`src/rtl/reg_scoreboard_pkg.sv`:
```
// Shared constants and helpers for the register hazard scoreboard.
package reg_scoreboard_pkg;

    // Architectural register file geometry.
    localparam int NREGS     = 32;
    localparam int REG_IDX_W = 5;

    // Number of decrements (0..2) hitting one counter in a cycle.
    function automatic logic [1:0] dec_count(input logic wb_hit, input logic kill_hit);
        return {wb_hit & kill_hit, wb_hit ^ kill_hit};
    endfunction

endpackage

```
`src/rtl/reg_scoreboard_counter.sv`:
```
// One per-register pending-write counter: +1 per issue, -0..2 per cycle for
// write-back/kill, floors at zero and flags the cycle a decrement is lost.
module sb_counter #(
    parameter int CNT_W = 2
) (
    input  logic             clk,
    input  logic             rst_n,
    input  logic             inc,
    input  logic [1:0]       dec2,
    output logic [CNT_W-1:0] count,
    output logic             nz,
    output logic             underflow
);

    localparam int SW = CNT_W + 1;
    localparam logic [SW-1:0] MAXV = SW'((1 << CNT_W) - 1);

    logic [CNT_W-1:0] count_q;
    logic [CNT_W-1:0] count_d;
    logic [SW-1:0]    sum;

    // Net delta for this cycle; a short fall clamps to zero and reports underflow.
    always_comb begin
        sum       = SW'(count_q) + SW'(inc);
        underflow = 1'b0;
        count_d   = count_q;
        if (sum < SW'(dec2)) begin
            underflow = 1'b1;
            count_d   = '0;
        end else if ((sum - SW'(dec2)) > MAXV) begin
            count_d = MAXV[CNT_W-1:0];
        end else begin
            count_d = CNT_W'(sum - SW'(dec2));
        end
    end

    // Counter state register.
    always_ff @(posedge clk or negedge rst_n) begin
        if (!rst_n) begin
            count_q <= '0;
        end else begin
            count_q <= count_d;
        end
    end

    assign count = count_q;
    assign nz    = |count_q;

endmodule

```
`src/rtl/reg_scoreboard.sv`:
```
// Register-file hazard scoreboard beside Decode: counts outstanding writes per
// architectural register and stalls Decode on RAW hazards or a full counter.
// Handshake: an instruction is accepted (o_issue_fire) in the cycle where
// i_issue_valid is high, o_hazard is low and i_ex_stall is low; nothing else
// consumes it, so Decode holds its inputs until that cycle.
module reg_scoreboard
    import reg_scoreboard_pkg::*;
#(
    parameter int CNT_W     = 2,
    parameter bit WB_BYPASS = 1'b0
) (
    input  logic                 clk,
    input  logic                 rst_n,
    input  logic                 i_issue_valid,
    input  logic [REG_IDX_W-1:0] i_rs1,
    input  logic [REG_IDX_W-1:0] i_rs2,
    input  logic                 i_rs1_used,
    input  logic                 i_rs2_used,
    input  logic [REG_IDX_W-1:0] i_rd,
    input  logic                 i_rd_wr,
    input  logic                 i_ex_stall,
    input  logic                 i_wb_valid,
    input  logic [REG_IDX_W-1:0] i_wb_rd,
    input  logic                 i_kill_valid,
    input  logic [REG_IDX_W-1:0] i_kill_rd,
    output logic                 o_hazard,
    output logic                 o_issue_fire,
    output logic [NREGS-1:0]     o_busy_vec,
    output logic [CNT_W+4:0]     o_inflight,
    output logic                 o_err
);

    localparam int INF_W = CNT_W + 5;
    localparam logic [CNT_W-1:0] CNT_MAX = '1;
    localparam logic [CNT_W-1:0] CNT_ONE = CNT_W'(1);

    logic [CNT_W-1:0] cnt [NREGS];
    logic [1:0]       dec [NREGS];
    logic [NREGS-1:0] nz;
    logic [NREGS-1:0] uf;
    logic [NREGS-1:0] inc;

    logic src_haz1, src_haz2, full_haz;
    logic byp1, byp2;

    logic [INF_W-1:0] inflight_q, inflight_d;
    logic [INF_W-1:0] add_sum, sub_sum;
    logic [1:0]       applied;
    logic             err_q, err_d;

    // x0 is never tracked.
    assign cnt[0] = '0;
    assign nz[0]  = 1'b0;
    assign uf[0]  = 1'b0;

    // Hazard decode from the current counters; bypass only when this
    // write-back retires the last pending write to the source.
    always_comb begin
        byp1     = WB_BYPASS && i_wb_valid && (i_wb_rd == i_rs1) && (cnt[i_rs1] == CNT_ONE);
        byp2     = WB_BYPASS && i_wb_valid && (i_wb_rd == i_rs2) && (cnt[i_rs2] == CNT_ONE);
        src_haz1 = i_rs1_used && (i_rs1 != '0) && nz[i_rs1] && !byp1;
        src_haz2 = i_rs2_used && (i_rs2 != '0) && nz[i_rs2] && !byp2;
        full_haz = i_rd_wr && (i_rd != '0) && (cnt[i_rd] == CNT_MAX);
        o_hazard     = i_issue_valid && (src_haz1 || src_haz2 || full_haz);
        o_issue_fire = i_issue_valid && !o_hazard && !i_ex_stall;
    end

    // Per-register increment / decrement requests for this cycle.
    always_comb begin
        inc = '0;
        for (int r = 0; r < NREGS; r++) begin
            dec[r] = 2'b00;
            if (r != 0) begin
                inc[r] = o_issue_fire && i_rd_wr && (i_rd == REG_IDX_W'(r));
                dec[r] = dec_count(i_wb_valid && (i_wb_rd == REG_IDX_W'(r)),
                                   i_kill_valid && (i_kill_rd == REG_IDX_W'(r)));
            end
        end
    end

    for (genvar g = 1; g < NREGS; g++) begin : g_cnt
        sb_counter #(.CNT_W(CNT_W)) u_cnt (
            .clk       (clk),
            .rst_n     (rst_n),
            .inc       (inc[g]),
            .dec2      (dec[g]),
            .count     (cnt[g]),
            .nz        (nz[g]),
            .underflow (uf[g])
        );
    end

    // Total in-flight: increments minus only the decrements that actually landed.
    always_comb begin
        add_sum = '0;
        sub_sum = '0;
        applied = 2'b00;
        for (int r = 1; r < NREGS; r++) begin
            applied = uf[r] ? {1'b0, inc[r] | nz[r]} : dec[r];
            add_sum = add_sum + INF_W'(inc[r]);
            sub_sum = sub_sum + INF_W'(applied);
        end
        inflight_d = inflight_q + add_sum - sub_sum;
        err_d      = err_q | (|uf);
    end

    // In-flight total and sticky underflow flag.
    always_ff @(posedge clk or negedge rst_n) begin
        if (!rst_n) begin
            inflight_q <= '0;
            err_q      <= 1'b0;
        end else begin
            inflight_q <= inflight_d;
            err_q      <= err_d;
        end
    end

    assign o_busy_vec = nz;
    assign o_inflight = inflight_q;
    assign o_err      = err_q;

endmodule
```
`config.mk`:
```
export PLATFORM = sky130hd
export DESIGN_NAME = reg_scoreboard
export DESIGN_NICKNAME = d
export VERILOG_FILES = /design/src/rtl/reg_scoreboard_pkg.sv /design/src/rtl/reg_scoreboard_counter.sv /design/src/rtl/reg_scoreboard.sv
export SDC_FILE = /design/constraint.sdc
export NUM_CORES = 1
export LEC_CHECK = 0
export CORE_UTILIZATION = 40
export DETAILED_ROUTE_END_ITERATION = 16
export PLACE_DENSITY = 0.56
export SLEW_MARGIN = 20
export SYNTH_ARGS = -nofsm -noshare
export SYNTH_HDL_FRONTEND = slang
export SYNTH_SLANG_ARGS = --single-unit
```
`constraint.sdc`:
```
create_clock -name clk -period 16.65 [get_ports clk]
set_input_delay 2.4975 -clock clk [delete_from_list [all_inputs] [get_ports clk]]
set_output_delay 2.4975 -clock clk [all_outputs]
set_load 0.1 [all_outputs]
```
==> metrics.yaml, run 1 <==
status:
  status: "complete, no violations"
route:
  detailroute.via_count: 9478
  drt-pass1-iter-count: 5
  finalWirelength_mm: 38.0
  detail_route.drc_violations: 0
  ant_nets: 0
  via_per_inst: 5.60
  post_drt_wl_per_cell_um: 22.4
  dr.first_iter.drc_count: 725
logic_synthesis:
  postSynth.asyncResetShare_pct: 100
  synth-seq-area-share_pct: 14.8
  yosysWarningCount: 0
  synth.net_count: 1588
  synth_area_per_inst_um2: 9.34
  synth_edf_count: 0
  synth_cells: 1267
  yosys_most_used_dff: "sky130_fd_sc_hd__dfrtp_1"
  synth.ff_latch_count: 70
  mappedNetlistArea_mm2: 0.0118
  yosysUniqueCellTypes: 64
clock_network:
  cts_h_tree_depth: 3
  cts_hold_buffers: 0
  cts_buffers: 9
  clkSinkCount: 70
  tritoncts: "yes"
  ctsRootBufferMaster: "sky130_fd_sc_hd__clkbuf_16"
  clk_latency_ns: 0.36
  clk_transition_reported_paths_ns: 0.06
  cts.path.max_buffers: 2
  post-cts-setup-buffer-count: 0
  cts_repair_resize_count: 0
global_route:
  via_count_of_the_first_global_routing_pass: 9709
  pin_count_of_the_biggest_net_entering_global_routing: 43
  antenna_violations_before_repair: 0
  grt_overflow_total: 0
  globalRoute.busiestLayer: "met2"
  globalRouteMet1Util_pct: 36.2
  groute.usage.overall_pct: 26.4
  grt_pass1_wl_mm: 59.4
  globalRouteMet2Util_pct: 41.6
  groute.layer.met3.usage_pct: 5.07
sta:
  fin_hold_ws_ns: 0.559
  hold_viol_final: 0
  timing_max_transition_violations_final: 0
  worst_slew_pin_slew_ns: 1.20
  unrepaired_setup_endpoints_after_global_routing: "false"
  finalSetupViolCount: 0
  finalCriticalPeriod_ns: 13.37
  maxClockFrequency_mhz: 74.8
  max-slew-margin-rel_pct: 19.4
  final_min_period_over_clock_period_pct: 80.3
  timing.setup.tns_ns: 0
  finClkSkew_ns: 0.0120
critical_path:
  worst_path_largest_cell_delay_ns: 0.96
  reg2reg_slack_ns: 5.74
  timing.critical_path.slowest_stage_cell: "sky130_fd_sc_hd__o31ai_1"
  worstPathRequired_ns: 16.93
  worst-path-max-fanout: 32
  worst_setup_path_end_kind: "flop"
  timing.critical_path.arrival_ns: 13.65
  critPathMostFrequentCell: "sky130_fd_sc_hd__fa_1"
  worst_path_dominant_cell_family: "adder cells"
  cp-start-kind: "primary input"
  cp_num_buf_inv: 8
  timing_worst_setup_path_type: "primary input to flop"
place:
  placement.io_buffers: 74
  gp_routability_congestion: 0.988
  place.detailed.hpwl_mm: 32.2
die:
  die_height_um: 174
  core_region_area_mm2: 0.0289
  fp-row-count: 62
  initial_utilization_pct: 40.9
  io_pins: 76
  die_area_mm2: 0.0303
  dieWidth_um: 174
finish:
  share_of_post_route_cells_with_drive_strength_above_1_pct: 6.04
  filler_cell_count: 2863
  final_nets: 1626
  combined_area_of_the_multi_input_logic_cells_mm2: 0.00874
  p_r_area_growth_vs_syn_pct: 10.6
  regArea_mm2: 0.00175
  diodes_inserted: 0
job:
  cap_violations: 0
worst_hold_path:
  min-delay-path-class: "flop to flop"
==> cells in the mapped netlist, types with 3 or more instances <==
cell	count	share of area, %
sky130_fd_sc_hd__nand2_1	48	1.5
sky130_fd_sc_hd__o21ai_0	10	0.42
sky130_fd_sc_hd__o2111ai_1	5	0.37
sky130_fd_sc_hd__nor2_1	137	4.3
sky130_fd_sc_hd__buf_2	5	0.21
sky130_fd_sc_hd__o31ai_4	3	0.54
sky130_fd_sc_hd__inv_1	248	7.9
sky130_fd_sc_hd__o41ai_2	3	0.41
sky130_fd_sc_hd__or2_2	11	0.58
sky130_fd_sc_hd__nor3_1	13	0.55
sky130_fd_sc_hd__nor2b_1	15	0.79
sky130_fd_sc_hd__nor3b_1	3	0.19
sky130_fd_sc_hd__nand2b_1	16	0.85
sky130_fd_sc_hd__and2_1	20	1.1
sky130_fd_sc_hd__mux4_1	4	0.89
sky130_fd_sc_hd__a21oi_1	42	1.8
sky130_fd_sc_hd__xnor2_1	38	2.8
sky130_fd_sc_hd__nor4_1	13	0.69
sky130_fd_sc_hd__o22ai_1	6	0.32
sky130_fd_sc_hd__a21boi_0	48	3.0
sky130_fd_sc_hd__ha_1	139	15
sky130_fd_sc_hd__or3_1	4	0.21
sky130_fd_sc_hd__o31a_1	9	0.67
sky130_fd_sc_hd__dfrtp_1	70	15
sky130_fd_sc_hd__and3_1	3	0.16
sky130_fd_sc_hd__o31ai_1	42	2.7
sky130_fd_sc_hd__or2_1	4	0.21
sky130_fd_sc_hd__mux2_2	3	0.29
sky130_fd_sc_hd__buf_4	34	2.2
sky130_fd_sc_hd__nand4_1	10	0.53
sky130_fd_sc_hd__nand3_1	29	1.2
sky130_fd_sc_hd__mux2i_1	8	0.68
sky130_fd_sc_hd__mux4_2	21	4.0
sky130_fd_sc_hd__fa_1	148	25
sky130_fd_sc_hd__clkbuf_1	17	0.54
==> metal layers <==
layer,vias to the layer above,share of wire (%)
met2,383,46
met5,-,0
met1,4778,43
li1,4248,-
met3,69,7.6
met4,0,3.3
==> stage by stage <==
stage               cell area (um2)  utilization, %  worst slack [ns]  cells
finish                        13100            45.2              3.28   1693
global route                  13100            45.2              2.80   1693
CTS                           13100            45.2              3.34   1693
detailed placement            12800            44.1              2.99   1678
floorplan                     11800               -              5.01   1267
global placement              12800            44.1              3.01   1678
==> worst reg2reg max path: cells and delay by family, from the launching register on <==
kind,cells,cell delay (ns)
mux,1,0.51
flops,1,0.46
buf+inv,6,0.34
compound gates,10,2.46
fa+ha+maj,12,5.35
simple gates,4,1.58
xor+xnor,1,0.13
==> cell families (layout without fill, tap and decap cells) <==
group | after synthesis | after routing | synth area share (%)
other | 1 | 1 | 0.0317
AND/OR/NAND/NOR | 333 | 333 | 13.5
AO/OA/AOI/OAI | 191 | 191 | 11.9
buffers and inverters | 310 | 352 | 11.3
flip-flops | 70 | 70 | 14.8
XOR/XNOR | 39 | 39 | 2.89
multiplexers | 36 | 36 | 5.85
adder cells (fa/ha/maj) | 287 | 287 | 39.8
==> placed cells by master, fill, tap and decap left out, drive strengths merged, types with 20 or more instances in the layout <==
cell type / n
fa: 148
mux4: 25
dfrtp: 70
nand3: 29
inv: 248
a21oi: 42
nor2: 137
and2: 20
o31ai: 45
xnor2: 38
clkdlybuf4s50: 73
nand2: 48
a21boi: 48
ha: 139
==> final timing paths <==
kind	startpoint	endpoint	depth (start not counted)
min reg2reg	o_err	o_err	2
max	i_rd[0]	o_inflight[6]	36
max reg2reg	g_cnt[9].u_cnt.count[1]	o_inflight[6]	34
min	o_err	o_err	2
min in group asynchronous	rst_n	g_cnt[3].u_cnt.count[1]	1
max in group asynchronous	rst_n	o_inflight[6]	2
==> layout make-up <==
class                           count  share of cell area [%]
Clock buffer                       10                    1.83
Clock inverter                      5                   0.641
Inverter                          248                    7.12
Multi-Input combinational cell    887                    66.8
Sequential cell                    70                    13.4
Tap cell                          384                    3.67
Timing Repair Buffer               89                    6.51
==> state kept, by name, indices dropped and copies added, names as in the netlist <==
name	count
g_cnt.u_cnt.count	62
o_err	1
o_inflight	7
Power of run 1 is not shown: default switching activity piles up to over one toggle a cycle in this logic, so the estimate is an artifact.
==> inputs of run 2 (changes only) <==
==> constraint.sdc (replaced) <==
create_clock -name clk -period 13.65 [get_ports clk]
set_input_delay 2.0475 -clock clk [delete_from_list [all_inputs] [get_ports clk]]
set_output_delay 2.0475 -clock clk [all_outputs]
set_load 0.1 [all_outputs]
==> run 2 against run 1 <==
First-iteration DRC count up 5.0%. Sequential share of layout area decreased by 0.060 points. Non-clock buffer count increased by 10. Critical path type unchanged.
==> metrics.yaml, run 2 (synthesis results as in run 1) <==
sta:
  timing_max_transition_violations_final: 0  # unchanged
  maxClockFrequency_mhz: 77.7
  hold_viol_final: 0  # unchanged
  timing.setup.tns_ns: 0  # unchanged
  final_min_period_over_clock_period_pct: 94.3
  unrepaired_setup_endpoints_after_global_routing: "false"
  finalCriticalPeriod_ns: 12.87
  max-slew-margin-rel_pct: 34.8  # +15 points
  finalSetupViolCount: 0  # unchanged
  finClkSkew_ns: 0.0117  # -0.000321 ns
  worst_slew_pin_slew_ns: 0.975  # -0.224 ns
clock_network:
  cts_buffers: 9  # unchanged
  clkSinkCount: 70  # unchanged
  clk_latency_ns: 0.36  # about the same
  cts_hold_buffers: 0  # unchanged
  cts_repair_resize_count: 0  # unchanged
  cts.path.max_buffers: 2  # unchanged
  tritoncts: "yes"
  clk_transition_reported_paths_ns: 0.07  # about the same
  post-cts-setup-buffer-count: 0  # unchanged
  ctsRootBufferMaster: "sky130_fd_sc_hd__clkbuf_16"
  cts_h_tree_depth: 3  # unchanged
route:
  detail_route.drc_violations: 0  # unchanged
  ant_nets: 0  # unchanged
  drt-pass1-iter-count: 7  # +2
  post_drt_wl_per_cell_um: 22.4  # -0.21%
  highest_layer: "met4"
  detailroute.via_count: 9479  # +0.011%
  finalWirelength_mm: 38.2  # +0.44%
  via_per_inst: 5.56  # -0.64%
  met1Wirelength_mm: 16.5  # -0.24%
  route.met3.wl_mm: 3.55  # +23%
  dr.first_iter.drc_count: 761  # +5.0%
  met2RoutedLength_mm: 16.7  # -3.5%
global_route:
  grt_pass1_wl_mm: 59.1  # -0.63%
  groute.usage.overall_pct: 26.4  # about the same
  pin_count_of_the_biggest_net_entering_global_routing: 37  # -14%
  antenna_violations_before_repair: 0  # unchanged
  via_count_of_the_first_global_routing_pass: 9510  # -2.0%
  grt_overflow_total: 0  # unchanged
finish:
  final_nets: 1636  # +0.62%
  regArea_mm2: 0.00175  # unchanged
  p_r_area_growth_vs_syn_pct: 11.1
  share_of_post_route_cells_with_drive_strength_above_1_pct: 6.82  # +0.78 points
  filler_cell_count: 2822  # -1.4%
  final_common_cell: "sky130_fd_sc_hd__inv_1"
  combined_area_of_the_multi_input_logic_cells_mm2: 0.00875  # about the same
  postLayoutCoreUtil_pct: 45.4  # +0.20 points
  diodes_inserted: 0  # unchanged
  final_cell_mix: "248 x sky130_fd_sc_hd__inv_1, 148 x sky130_fd_sc_hd__fa_1, 139 x sky130_fd_sc_hd__ha_1"
  final_design_area_no_fill_mm2: 0.0131  # +0.45%
  largest_reg_flops: 62  # unchanged
place:
  placed_area_mm2: 0.0128  # +0.59%
  place.detailed.hpwl_mm: 32.4  # +0.72%
  placement.io_buffers: 74  # unchanged
  gp_routability_congestion: 0.965  # -2.4%
job:
  cap_violations: 0  # unchanged
die:
  io_pins: 76  # unchanged
  dieWidth_um: 174  # unchanged
  die_area_mm2: 0.0303  # unchanged
  die_height_um: 174  # unchanged
  core_region_area_mm2: 0.0289  # unchanged
  fp-row-count: 62  # unchanged
  initial_utilization_pct: 40.9  # unchanged
critical_path:
  timing.critical_path.slowest_stage_cell: "sky130_fd_sc_hd__clkdlybuf4s50_1"
  critical_path.reg2reg.startpoint: "g_cnt[16].u_cnt.count[1]"
  worstPathRequired_ns: 13.93  # -3.00 ns
  cp-start-kind: "primary input"
  worst_setup_path_end_kind: "flop"
  timing_worst_setup_path_type: "primary input to flop"
  critPathMostFrequentCell: "sky130_fd_sc_hd__fa_1"
  worst_path_largest_cell_delay_ns: 1.08  # +0.12 ns
  worst-path-max-fanout: 11  # -66%
  timing.critical_path.arrival_ns: 13.16  # -0.49 ns
  startpoint: "i_rd[0]"
status:
  status: "complete, no violations"
worst_hold_path:
  critical_hold_path_startpoint: "o_err"
  min-delay-path-class: "flop to flop"
run 2: metal layers:
metal,global-route usage (%),vias up
li1,-,4273
met1,36.9,4709
met5,0,-
met4,8.99,0
met2,39.7,422
met3,6.71,75
run 2: path summary, 6_finish.rpt:
kind,endpoint,slack (ns),cells after the start
setup / recovery,o_inflight[6],0.78,33
max in group asynchronous,g_cnt[14].u_cnt.count[0],11.01,2
hold reg to reg,o_err,0.56,2
hold / removal,o_err,0.56,2
setup reg to reg,o_inflight[6],3.00,32
min in group asynchronous,g_cnt[19].u_cnt.count[1],1.67,1
run 2: per-stage QoR:
stage | hold slack, ns | worst slack [ns] | std cells
detailed placement | 0.542 | 0.598 | 1688
finish | 0.558 | 0.775 | 1704
CTS | 0.559 | 0.943 | 1704
global route | 0.564 | 0.171 | 1704
floorplan | 0.760 | 2.46 | 1267
global placement | 0.533 | 0.735 | 1688
run 2: cell type report:
cell class / count / share of cell area, %
Tap cell: 384 / 3.66
Multi-Input combinational cell: 887 / 66.6
Clock buffer: 11 / 1.85
Sequential cell: 70 / 13.3
Inverter: 248 / 7.09
Timing Repair Buffer: 99 / 7.05
Clock inverter: 5 / 0.448
run 2: critical path, delay by kind of cell:
family | cells | cell delay (ns)
muxes | 1 | 0.52
adders and majority gates | 12 | 5.13
and+or+nand+nor | 3 | 1.04
xor gates and xnor gates | 1 | 0.13
AOI/OAI and AO/OA | 9 | 2.56
buffers and inverters | 7 | 1.71
Power of run 2 is left out for the same reason.
==> inputs of run 3 (changes only) <==
--- a/config.mk
+++ b/config.mk
@@ -8,6 +8,7 @@
 export CORE_UTILIZATION = 40
 export DETAILED_ROUTE_END_ITERATION = 16
 export PLACE_DENSITY = 0.56
+export SKIP_CTS_REPAIR_TIMING = 1
 export SLEW_MARGIN = 20
 export SYNTH_ARGS = -nofsm -noshare
 export SYNTH_HDL_FRONTEND = slang
==> results of run 3 <==
The final DEF is identical to that of run 2; final timing and power are the same.
Power of run 3 is left out for the same reason.
